## src/rtl/bus_arbiter_2m_if.sv

```systemverilog
// rtl/bus_arbiter_2m_if.sv - request/grant bundle between bus masters, slave side and the arbiter
interface bus_arbiter_2m_if;
  logic m1_req;
  logic m2_req;
  logic trans_done;
  logic m1_grant;
  logic m2_grant;
  logic msel;
  logic bus_busy;
  logic timeout_err;

  modport master (
    output m1_req, m2_req, trans_done,
    input  m1_grant, m2_grant, msel, bus_busy, timeout_err
  );

  modport slave (
    input  m1_req, m2_req, trans_done,
    output m1_grant, m2_grant, msel, bus_busy, timeout_err
  );
endinterface

```

## src/rtl/bus_arbiter_2m.sv

```systemverilog
// rtl/bus_arbiter_2m.sv - two-master bus arbiter with registered grants and a dead cycle between owners
// Optional grant timeout is enabled by defining BUS_ARB_TIMEOUT_EN.
module bus_arbiter_2m #(
  parameter int PRIORITY_MODE  = 0,
  parameter int TIMEOUT_CYCLES = 255,
  parameter int CNT_WIDTH      = 8
) (
  input  logic           clk,
  input  logic           rstn,
  bus_arbiter_2m_if.slave bus
);

  typedef enum logic [1:0] {
    S_IDLE    = 2'd0,
    S_OWN_M1  = 2'd1,
    S_OWN_M2  = 2'd2,
    S_RELEASE = 2'd3
  } state_t;

  if (TIMEOUT_CYCLES >= (1 << CNT_WIDTH)) begin : g_bad_cfg
    $error("bus_arbiter_2m: CNT_WIDTH too small for TIMEOUT_CYCLES");
  end

  state_t r_state;
  logic   r_last_m2;
  logic   r_m1_grant;
  logic   r_m2_grant;
  logic   r_msel;
  logic   r_bus_busy;
  logic   r_timeout_err;

  logic   w_any_req;
  logic   w_pick_m2;
  logic   w_owner_req;
  logic   w_release;
  logic   w_timeout;

  assign w_any_req   = bus.m1_req | bus.m2_req;
  // On a tie, round-robin hands the bus to whoever was not served last.
  assign w_pick_m2   = bus.m2_req & (~bus.m1_req | ((PRIORITY_MODE == 0) & ~r_last_m2));
  assign w_owner_req = (r_state == S_OWN_M1) ? bus.m1_req : bus.m2_req;
  assign w_release   = bus.trans_done | ~w_owner_req;

`ifdef BUS_ARB_TIMEOUT_EN
  localparam logic [CNT_WIDTH-1:0] L_TIMEOUT = CNT_WIDTH'(TIMEOUT_CYCLES);

  logic [CNT_WIDTH-1:0] r_hold_cnt;
  logic [CNT_WIDTH-1:0] w_cnt_inc;

  assign w_cnt_inc = (&r_hold_cnt) ? r_hold_cnt : r_hold_cnt + CNT_WIDTH'(1);
  // A normal release in the same cycle wins over the timeout.
  assign w_timeout = ~w_release & (w_cnt_inc == L_TIMEOUT);
`else
  assign w_timeout = 1'b0;
`endif

  always_ff @(posedge clk or negedge rstn) begin
    if (!rstn) begin
      r_state       <= S_IDLE;
      r_last_m2     <= 1'b1;
      r_m1_grant    <= 1'b0;
      r_m2_grant    <= 1'b0;
      r_msel        <= 1'b0;
      r_bus_busy    <= 1'b0;
      r_timeout_err <= 1'b0;
`ifdef BUS_ARB_TIMEOUT_EN
      r_hold_cnt    <= '0;
`endif
    end else begin
      r_timeout_err <= 1'b0;
      case (r_state)
        S_IDLE: begin
          if (w_any_req) begin
            r_state    <= w_pick_m2 ? S_OWN_M2 : S_OWN_M1;
            r_m1_grant <= ~w_pick_m2;
            r_m2_grant <= w_pick_m2;
            r_msel     <= w_pick_m2;
            r_bus_busy <= 1'b1;
`ifdef BUS_ARB_TIMEOUT_EN
            r_hold_cnt <= '0;
`endif
          end
        end
        S_OWN_M1, S_OWN_M2: begin
          if (w_release || w_timeout) begin
            r_state       <= S_RELEASE;
            r_last_m2     <= (r_state == S_OWN_M2);
            r_m1_grant    <= 1'b0;
            r_m2_grant    <= 1'b0;
            r_bus_busy    <= 1'b0;
            r_timeout_err <= w_timeout;
          end
`ifdef BUS_ARB_TIMEOUT_EN
          else begin
            r_hold_cnt <= w_cnt_inc;
          end
`endif
        end
        // msel is left untouched here so the mux never moves under a live grant.
        S_RELEASE: r_state <= S_IDLE;
        default:   r_state <= S_IDLE;
      endcase
    end
  end

  assign bus.m1_grant    = r_m1_grant;
  assign bus.m2_grant    = r_m2_grant;
  assign bus.msel        = r_msel;
  assign bus.bus_busy    = r_bus_busy;
  assign bus.timeout_err = r_timeout_err;

endmodule
```

## src/flat_wrapper.sv

```systemverilog
// flat-port wrapper written by rule: the top's interface ports become plain ports
module bus_arbiter_2m_flat 
#(
  parameter int PRIORITY_MODE  = 0,
  parameter int TIMEOUT_CYCLES = 255,
  parameter int CNT_WIDTH      = 8
)
  (clk, rstn, bus_m1_req, bus_m2_req, bus_trans_done, bus_m1_grant, bus_m2_grant, bus_msel, bus_bus_busy, bus_timeout_err);
  bus_arbiter_2m_if bus_i ();
  input  logic clk;
  input  logic rstn;
  input wire logic [$bits(bus_i.m1_req)-1:0] bus_m1_req;
  input wire logic [$bits(bus_i.m2_req)-1:0] bus_m2_req;
  input wire logic [$bits(bus_i.trans_done)-1:0] bus_trans_done;
  output wire logic [$bits(bus_i.m1_grant)-1:0] bus_m1_grant;
  output wire logic [$bits(bus_i.m2_grant)-1:0] bus_m2_grant;
  output wire logic [$bits(bus_i.msel)-1:0] bus_msel;
  output wire logic [$bits(bus_i.bus_busy)-1:0] bus_bus_busy;
  output wire logic [$bits(bus_i.timeout_err)-1:0] bus_timeout_err;
  assign bus_i.m1_req = bus_m1_req;
  assign bus_i.m2_req = bus_m2_req;
  assign bus_i.trans_done = bus_trans_done;
  assign bus_m1_grant = bus_i.m1_grant;
  assign bus_m2_grant = bus_i.m2_grant;
  assign bus_msel = bus_i.msel;
  assign bus_bus_busy = bus_i.bus_busy;
  assign bus_timeout_err = bus_i.timeout_err;
  bus_arbiter_2m #(.PRIORITY_MODE(PRIORITY_MODE), .TIMEOUT_CYCLES(TIMEOUT_CYCLES), .CNT_WIDTH(CNT_WIDTH)) u_core (.clk(clk), .rstn(rstn), .bus(bus_i));
endmodule
```

## config.mk

```make
export PLATFORM = sky130hd
export DESIGN_NAME = bus_arbiter_2m_flat
export DESIGN_NICKNAME = d
export VERILOG_FILES = /design/src/rtl/bus_arbiter_2m_if.sv /design/src/rtl/bus_arbiter_2m.sv /design/src/flat_wrapper.sv
export SDC_FILE = /design/constraint.sdc
export NUM_CORES = 1
export LEC_CHECK = 0
export ABC_CLOCK_PERIOD_IN_PS = 1900
export CORE_AREA = 4 4 41 43
export CTS_BUF_LIST = sky130_fd_sc_hd__clkbuf_16
export DETAILED_ROUTE_END_ITERATION = 10
export DIE_AREA = 0 0 45 47
export GPL_TIMING_DRIVEN = 0
export HOLD_SLACK_MARGIN = 0.05
export PLACE_DENSITY = 0.62
export SLEW_MARGIN = 0
export SYNTH_ARGS = -nofsm -noshare
export SYNTH_HDL_FRONTEND = slang
export SYNTH_SLANG_ARGS = --single-unit
```

## constraint.sdc

```tcl
create_clock -name clk -period 1.9 [get_ports clk]
set_input_delay 0.475 -clock clk [delete_from_list [all_inputs] [get_ports clk]]
set_output_delay 0.475 -clock clk [all_outputs]
set_load 0.005 [all_outputs]
```

==> results.yml, run 1 <==
global_route:
  gr-total-overflow: 0
  grt_usage_pct: 12.5
  antenna_found_initial: 0
  grt_start_max_net_pins: 11
  grt_pass1_vias: 392
  grt_pass1_wl_um: 1790
route:
  drc: 0
  drtIter0Drc: 3
  wl_per_cell_um: 14.0
  avgViaCountPerCell: 4.97
  wl_um: 977
  vias: 348
  dr.pass1.iters: 4
  antenna_left: 0
setup_path:
  start_kind: "input port"
  cp_data_arrival_time_ns: 1.95
  critPathKind: "in2reg"
  cp-endpoint: "u_core.r_state[0]$_DFFE_PN0P_"
  reg2reg_slack_ns: 0.19
  critPathMaxFanout: 8
  setup.worst_path.start: "bus_m2_req"
  worstPathRequired_ns: 2.01
  cp-end-kind: "flip-flop"
  rr_worst_depth: 5
  r2r_end: "u_core.r_state[0]$_DFFE_PN0P_"
  timing.rr.start: "u_core.r_state[1]$_DFFE_PN0P_"
layout:
  drive_gt1_share_pct: 18.2
  diodes: 0
  utilization_pct: 47.9
  nNetsFinal: 64
  syn_to_final_growth_pct: 39.9
logic_synthesis:
  synth-compound-area-share_pct: 21.1
  synth_fp_nets: 51
  synthCells: 43
  syn_area_um2: 445
  synth_fa_ha_area_share_pct: 8.43
  netlist.area_leader.share_pct: 33.7
  synth.area.mux_share_pct: 13.2
  synth_top_family_by_area: "compound AO/OA/AOI/OAI gates"
  synth_area_leaders: "dfrtp_1 34%, ha_1 8.4%, a31oi_1 7.0%"
  yosysWarningCount: 0
  avgSynthCellArea_um2: 10.4
  yosys.area_share.simple_pct: 10.7
  ys_types: 23
  yosysSeqAreaShare_pct: 39.6
  synth_xor_area_share_pct: 0
  ys_ff_latch: 7
  yosysTopAreaCell: "dfrtp_1"
timing:
  rsz0062_at_grt: "no"
  finalMaxSlewViolations: 0
  setup_violations: 0
  finalCritPeriodShare_pct: 96.7
  fin_worst_skew_ns: 0.00200
  final-hold-violation-count: 0
  fin_hold_ws_ns: 0.513
  fmaxAchievable_ghz: 0.545
  period_needed_ns: 1.84
  fin_setup_tns_ns: 0
run:
  maxCapViolations: 0
clocking:
  cts_tree: "done"
  cts-root-buf: "clkbuf_16"
  insertion_delay_ns: 0.23
  cts_buffers: 3
  clkTransAtPathRegs_ns: 0.04
  cts_hold_buf: 0
  cts_resized: 0
  cts_setup_buffers: 0
  clock_sinks: 7
  cts_buffer_depth: 2
  htreeDepth: 1
floorplan:
  start_util_pct: 34.2
  rows: 13
  boundaryPins: 10
  dieArea_um2: 2120
  die_x_um: 45
  die_h_um: 47
  coreArea_um2: 1300
outcome:
  status: "complete, no violations"
placed_design:
  port_buffers: 8
  gp_congestion: 0.762
power:
  power_density_nw_per_um2: 1930
  total_power_uw: 1200
  p_leak_uw: 0.000277
  peakVddDrop_v: 0.000761
worst_hold_path:
  min_path_type: "reg2reg"
[power by group]
| part | switching (uW) | internal, uW | total [uW] | leakage (uW) |
|---|---|---|---|---|
| clock network | 80.6 | 274 | 354 | 0.0000423 |
| logic | 260 | 312 | 572 | 0.000150 |
| registers | 48.1 | 230 | 278 | 0.0000849 |
[state kept, by name, indices dropped and copies added, names as in the netlist]
register	count
u_core.r_last_m2	1
u_core.bus.m2_grant	1
u_core.r_state	2
u_core.bus.bus_busy	1
u_core.bus.m1_grant	1
u_core.bus.msel	1
[cells in the mapped netlist]
library cell and number:
ha_1 3, a21oi_1 1, nor2b_1 3, mux2i_4 1, mux2_2 1, a2bb2oi_2 1, or2b_1 1, buf_4 1
o21a_1 1, buf_2 1, nand2_1 1, o21ai_0 1, a31oi_1 5, o2bb2ai_1 2, dfrtp_1 6, nand2b_1 1
mux2i_1 1, dfstp_2 1, inv_1 4, o22ai_1 2, conb_1 1, mux2_4 1, nor2_1 3
[area by class of cell]
| cell class | instances | area [um2] |
|---|---|---|
| Timing Repair Buffer | 8 | 80.1 |
| Clock inverter | 1 | 3.75 |
| Buffer | 2 | 12.5 |
| Sequential cell | 7 | 176 |
| Inverter | 4 | 15.0 |
| Multi-Input combinational cell | 30 | 241 |
| Clock buffer | 3 | 75.1 |
| Tap cell | 15 | 18.8 |
| Fill cell | 129 | 678 |
[per-stage QoR]
step                worst slack (ns)  std cells  cell area [um2]
finish                        0.0636         70              623
floorplan                      0.334         43              445
detailed placement            -0.148         66              544
CTS                           0.0974         70              623
global route                  0.0365         70              623
global placement              -0.139         66              544
[worst min path at each step]
stage / cells after the start / end / start
finish: 1 / u_core.bus.bus_busy$_DFFE_PN0P_ / u_core.bus.bus_busy$_DFFE_PN0P_
floorplan: 0 / u_core.bus.bus_busy$_DFFE_PN0P_ / rstn
global placement: 1 / u_core.bus.bus_busy$_DFFE_PN0P_ / u_core.bus.bus_busy$_DFFE_PN0P_
CTS: 1 / u_core.bus.bus_busy$_DFFE_PN0P_ / u_core.bus.bus_busy$_DFFE_PN0P_
global route: 1 / u_core.bus.m1_grant$_DFFE_PN0P_ / rstn
detailed placement: 1 / u_core.bus.bus_busy$_DFFE_PN0P_ / u_core.bus.bus_busy$_DFFE_PN0P_
[cell usage in the layout, fill, tap and decap left out, types with 2 or more instances in the layout]
master	count
ha_1	3
dfrtp_1	6
a31oi_1	5
o22ai_1	2
clkbuf_16	3
inv_1	5
nor2_1	3
nor2b_1	3
o2bb2ai_1	2
clkdlybuf4s50_1	8
[kinds of logic after synthesis]
family                     after synthesis
and+or+nand+nor                          9
buffers and inverters                    6
adders and majority gates                3
other                                    1
DFF                                      7
muxes                                    4
AOI/OAI and AO/OA                       13
[per-layer routing]
layer | GRT usage [%] | up-vias | wire, um
met1 | 15.0 | 164 | 442
met5 | 0 | - | 0
li1 | - | 174 | -
met4 | 5.26 | 0 | 8
met3 | 6.90 | 2 | 52
met2 | 18.4 | 8 | 474
[worst max-delay path: stages]
cell and delay [ns]:
clkdlybuf4s50_1 0.58, mux2i_4 0.25, a2bb2oi_2 0.31, mux2_4 0.33
No activity file was read; power rests on OpenSTA's default activity.
==> run 2, diff against run 1 <==
- ABC_CLOCK_PERIOD_IN_PS: 1900 -> not set
==> results of run 2 <==
Final layout, timing and power as in run 1 (identical DEF).
